## src/rtl/keypad_scanner_4x4_if.sv

```systemverilog
// keypad_scanner_4x4_if: keypad matrix lines plus debounced key outputs
//   col_in/row_out : keypad columns (in, pulled up) and active-low rows (out)
//   onehot/key_code/key_press/key_release : debounced key vector, index and pulses
interface keypad_scanner_4x4_if;
  logic [3:0]  col_in;
  logic [3:0]  row_out;
  logic [15:0] onehot;
  logic [3:0]  key_code;
  logic        key_press;
  logic        key_release;
  modport master (input col_in, output row_out, onehot, key_code, key_press, key_release);
  modport slave (output col_in, input row_out, onehot, key_code, key_press, key_release);
endinterface

```

## src/rtl/keypad_scanner_4x4.sv

```systemverilog
// keypad_scanner_4x4: scans and debounces a 4x4 active-low keypad into a one-hot key vector
//   clk, RST : clock and synchronous active-high reset
//   kp       : keypad rows/columns and debounced onehot, key_code, key_press, key_release
module keypad_scanner_4x4 #(
  parameter int SCAN_DIV        = 50_000,
  parameter int DEBOUNCE_FRAMES = 5
) (
  input logic clk,
  input logic RST,
  keypad_scanner_4x4_if.master kp
);
  localparam int SW = SCAN_DIV > 1 ? $clog2(SCAN_DIV) : 1;
  localparam int CW = $clog2(DEBOUNCE_FRAMES + 1);
  localparam logic [SW-1:0] SLOT_LAST = SW'(SCAN_DIV - 1);
  localparam logic [CW-1:0] CNT_MAX = CW'(DEBOUNCE_FRAMES);
  typedef enum logic [1:0] {IDLE, PRESS, HELD, RELEASE} state_t;
  state_t state, state_n;
  logic [3:0] col_m, col_s, code_n;
  logic [SW-1:0] slot;
  logic [1:0] row;
  logic [15:0] frame, f, cand, cand_n, onehot_n;
  logic [CW-1:0] cnt, cnt_n, cnt_inc;
  logic press_n, release_n, sample, frame_end, single;
  function automatic logic [3:0] idx(input logic [15:0] v);
    idx = '0;
    for (int i = 0; i < 16; i++) if (v[i]) idx = 4'(i);
  endfunction
  assign sample = slot == SLOT_LAST;
  assign frame_end = sample && row == 2'd3;
  // the row-3 sample lands in the frame on this same edge, so splice it in directly
  assign f = {~col_s, frame[11:0]};
  assign single = f != '0 && (f & (f - 16'd1)) == '0;
  assign cnt_inc = cnt == CNT_MAX ? cnt : cnt + 1'b1;
  assign kp.row_out = ~(4'b0001 << row);
  always_ff @(posedge clk) begin
    if (RST) begin
      col_m <= 4'hf;
      col_s <= 4'hf;
      slot <= '0;
      row <= '0;
      frame <= '0;
      state <= IDLE;
      cnt <= '0;
      cand <= '0;
      kp.onehot <= '0;
      kp.key_code <= '0;
      kp.key_press <= 1'b0;
      kp.key_release <= 1'b0;
    end else begin
      col_m <= kp.col_in;
      col_s <= col_m;
      slot <= sample ? '0 : slot + 1'b1;
      row <= sample ? row + 2'd1 : row;
      if (sample) frame[{row, 2'b00} +: 4] <= ~col_s;
      state <= state_n;
      cnt <= cnt_n;
      cand <= cand_n;
      kp.onehot <= onehot_n;
      kp.key_code <= code_n;
      kp.key_press <= press_n;
      kp.key_release <= release_n;
    end
  end
  always_comb begin
    state_n = state;
    cnt_n = cnt;
    cand_n = cand;
    onehot_n = kp.onehot;
    code_n = kp.key_code;
    press_n = 1'b0;
    release_n = 1'b0;
    if (frame_end)
      case (state)
        IDLE: if (single) begin
          state_n = PRESS;
          cand_n = f;
          cnt_n = CW'(1);
        end
        PRESS: if (f != cand) state_n = IDLE; else cnt_n = cnt_inc;
        HELD: if (f != kp.onehot) begin
          state_n = RELEASE;
          cnt_n = f == '0 ? CW'(1) : '0;
        end
        RELEASE: if (f == '0) cnt_n = cnt_inc; else if (f == kp.onehot) state_n = HELD; else cnt_n = '0;
        default: state_n = IDLE;
      endcase
    // completion is checked on the next-state values so a single-frame debounce finishes on entry
    if (state_n == PRESS && cnt_n >= CNT_MAX) begin
      state_n = HELD;
      onehot_n = cand_n;
      code_n = idx(cand_n);
      press_n = 1'b1;
    end
    if (state_n == RELEASE && cnt_n >= CNT_MAX) begin
      state_n = IDLE;
      onehot_n = '0;
      release_n = 1'b1;
    end
  end
endmodule

```

## src/flat_wrapper.sv

```systemverilog
// flat-port wrapper written by rule: the top's interface ports become plain ports
module keypad_scanner_4x4_flat 
#(
  parameter int SCAN_DIV        = 50_000,
  parameter int DEBOUNCE_FRAMES = 5
)
  (clk, RST, kp_col_in, kp_row_out, kp_onehot, kp_key_code, kp_key_press, kp_key_release);
  keypad_scanner_4x4_if kp_i ();
  input logic clk;
  input logic RST;
  input wire logic [$bits(kp_i.col_in)-1:0] kp_col_in;
  output wire logic [$bits(kp_i.row_out)-1:0] kp_row_out;
  output wire logic [$bits(kp_i.onehot)-1:0] kp_onehot;
  output wire logic [$bits(kp_i.key_code)-1:0] kp_key_code;
  output wire logic [$bits(kp_i.key_press)-1:0] kp_key_press;
  output wire logic [$bits(kp_i.key_release)-1:0] kp_key_release;
  assign kp_i.col_in = kp_col_in;
  assign kp_row_out = kp_i.row_out;
  assign kp_onehot = kp_i.onehot;
  assign kp_key_code = kp_i.key_code;
  assign kp_key_press = kp_i.key_press;
  assign kp_key_release = kp_i.key_release;
  keypad_scanner_4x4 #(.SCAN_DIV(SCAN_DIV), .DEBOUNCE_FRAMES(DEBOUNCE_FRAMES)) u_core (.clk(clk), .RST(RST), .kp(kp_i));
endmodule
```

## config.mk

```make
export PLATFORM = sky130hd
export DESIGN_NAME = keypad_scanner_4x4_flat
export DESIGN_NICKNAME = d
export VERILOG_FILES = /design/src/rtl/keypad_scanner_4x4_if.sv /design/src/rtl/keypad_scanner_4x4.sv /design/src/flat_wrapper.sv
export SDC_FILE = /design/constraint.sdc
export NUM_CORES = 1
export LEC_CHECK = 0
export CORE_MARGIN = 2
export CORE_UTILIZATION = 40
export DETAILED_ROUTE_END_ITERATION = 10
export PLACE_DENSITY_LB_ADDON = 0.05
export SLEW_MARGIN = 40
export SYNTH_ARGS = -nofsm -noshare
export SYNTH_HDL_FRONTEND = slang
export SYNTH_SLANG_ARGS = --single-unit
```

## constraint.sdc

```tcl
create_clock -name clk -period 2.9 [get_ports clk]
set_clock_uncertainty 0.15 [all_clocks]
set_input_delay 0.58 -clock clk [delete_from_list [all_inputs] [get_ports clk]]
set_output_delay 0.58 -clock clk [all_outputs]
set_load 0.01 [all_outputs]
```

==> metrics <==
violated checks=negative setup slack; Worst Hold Class=reg2reg; DRC=0; Antenna Nets Post-Route=0; Sequential Power Share=49.1%; DIE WIDTH=between 100 and 150 um; most used flip-flop cell after synthesis=dfxtp_1; H-tree Lvls=3; Mean Syn Cell Area=about 8.6 um^2; final setup TNS=-544 ps; Overall Power=2300 uW; final global-route overflow total=0; Core Box Area=10900 um^2; clock sink count=81; footprint of the multi-input gates=2830 um^2; Clk network pwr share=46.3%; P_sw=around 520 uW; clock slew at reported path FFs=60 ps; flop2flop setup slack=-70 ps; initial drt markers=about 170; switching part of the total=22.8%; vias post-DR=3981; Hold Buf Count CTS=0; DP Area=about 5400 um^2; FP Rows=38; ys async rst share=0%; input/output buffers=31; Routed Wire Length=roughly 12000 um; # Max-Cap Violations=0; crit path kind=reg2reg; CP required=approximately 3000 ps; routed vias/inst=5.18; Die Y=110 um; status=finished, violations left; die area=12200 um^2; share of cells above drive strength 1=26.9%; Comb power frac=4.5%; relative slew slack=70.8%; post-synth net total=roughly 540; root buffer cell=clkbuf_16; Ports=32; FF/Latch Area=1640 um^2; Mapped Area=4530 um^2; Pint=1770 uW; Worst-Margin Slew=between 400 and 500 ps; final setup fails=21; first-pass GRT wire length=~19000 um; Post-Synthesis Cells=527; drt pass-1 iters=4; fillers=1008; Post-synth EDFFs=0; Clock Latency Late Sink=~350 ps; RSZ-0062 raised after global routing=true; pin count of the biggest net entering global routing=47; Pwr Density=around 380 nW/um^2; hpwl dp=8990 um; initial core utilization=41.4%; Synth Register Bits=81; Nets=637; synth warn=0; Worst VDD drop=0.278 mV; Arr. time, crit path=3080 ps; endpoints failing hold=0; initial antenna violation count=0; library cells used by synthesis=62; Pleak=0.00246 uW; Area Overhead vs Synth=32.3%; Fmax achieved=337 MHz; sequential share of the synthesized area=35.8%; final hold slack=252 ps; CTS Buf Count=9; wire per inst=between 15 and 20 um; Design Area, Final=5990 um^2; fin crit share=102%; crit start category=register; final core occ=approximately 55%; Tot GR Track Use=21.0%; post-route setup slack=-68.6 ps; Worst Setup End Kind=register; post-route minimum period=between 2000 and 3000 ps; Max Root-Sink Buffers=2; Final Max Slew Viols=0; GP Congestion=0.904; n_diodes=0; CTS tree=done; vias in the first global route=3792; crit-path max FO=4
[cells in the mapped netlist (17+ instances only)]
library cell,count,area [um^2]
dfxtp_1,81,1620
nor2_1,57,214
nand2_1,33,124
mux2i_1,25,250
xnor2_1,24,210
xor2_1,24,210
a21oi_1,22,110
nor3_1,22,110
inv_1,19,71.3
nor2b_1,19,119
clkbuf_1,18,67.6
nand2b_1,17,106
[power by group through the flow]
stage	registers (uW)	logic (uW)	clock network (uW)
3_3_place_gp	1150	93.9	0
3_5_place_dp	1150	94.1	0
2_1_floorplan	1150	58.7	0
4_1_cts	1130	97.4	1090
6_report	1130	103	1060
5_1_grt	1130	113	1130
[per-stage QoR]
stage / instances / setup slack (ps)
4_1_cts: 760 / 8.16
2_1_floorplan: 527 / 20.3
6_report: 768 / -68.6
5_1_grt: 768 / -143
3_5_place_dp: 743 / -34.0
3_3_place_gp: 743 / 29.8
[flip-flops by register name, indices dropped and copies added, names as in the netlist, 2 cells and up]
name,count
u_core.col_s,4
u_core.cand,16
u_core.col_m,4
u_core.slot,16
u_core.state,2
u_core.cnt,3
u_core.frame,12
u_core.row,2
u_core.kp.onehot,16
u_core.kp.key_code,4
[path summary, 6_finish.rpt]
path,startpoint,end,depth (start not counted)
hold reg to reg,u_core.col_m[2]$_SDFF_PP1_,u_core.col_s[2]$_SDFF_PP1_,1
setup reg to reg,u_core.slot[13]$_SDFF_PP0_,u_core.kp.key_code[0]$_SDFFE_PP0P_,9
hold / removal,u_core.col_m[2]$_SDFF_PP1_,u_core.col_s[2]$_SDFF_PP1_,1
setup / recovery,u_core.slot[13]$_SDFF_PP0_,u_core.kp.key_code[0]$_SDFFE_PP0P_,9
[per-layer routing]
| metal | wire [um] | vias to the layer above | GRT usage, % |
|---|---|---|---|
| li1 | - | 2029 | - |
| met1 | 6120 | 1871 | 28.3 |
| met2 | 5400 | 60 | 31.9 |
| met3 | 351 | 21 | 4.06 |
| met4 | 286 | 0 | 10.5 |
| met5 | 0 | - | 0 |
[what timing repair did]
action                     CTS  global route
setup endpoints to repair    6            23
cloned                       0             1
buffers inserted             1             7
resized for setup            4            43
pin swaps                    2            18
[layout make-up]
| cell class | count | area share [%] |
|---|---|---|
| multi-input cells | 395 | 47.3 |
| inverters | 19 | 1.19 |
| flip-flops and latches | 81 | 27.3 |
| repair buffers | 117 | 16.7 |
| clock inverters | 4 | 0.480 |
| clock buffers | 12 | 4.11 |
| well taps | 140 | 2.92 |
[worst max-delay path, cell delays in order (launching register included)]
cell,delay [ps]
dfxtp_2,320
or4_4,530
or4_4,570
and2_4,180
a41oi_2,180
o31a_1,170
nand4_1,200
buf_4,220
and4_4,160
a311oi_2,210
[layout by cell type (no fill, tap or decap), types with 20 or more instances in the layout]
master           instances
nor2_1                  57
dfxtp_1                 70
nand2_1                 33
xor2_1                  24
a21oi_1                 20
mux2i_1                 24
nor3_1                  22
xnor2_1                 22
clkdlybuf4s50_1         30
buf_4                   79
[kinds of logic (layout without fill, tap and decap cells)]
group,Yosys count,count (layout),share of synthesized area (%)
fa+ha+maj,8,8,2.21
mux,37,37,8.51
xor+xnor,48,48,9.29
buf+inv,51,152,5.00
compound gates,69,69,10.3
flops,81,81,35.8
simple gates,233,233,28.9
(Power assumes the default switching activity.)
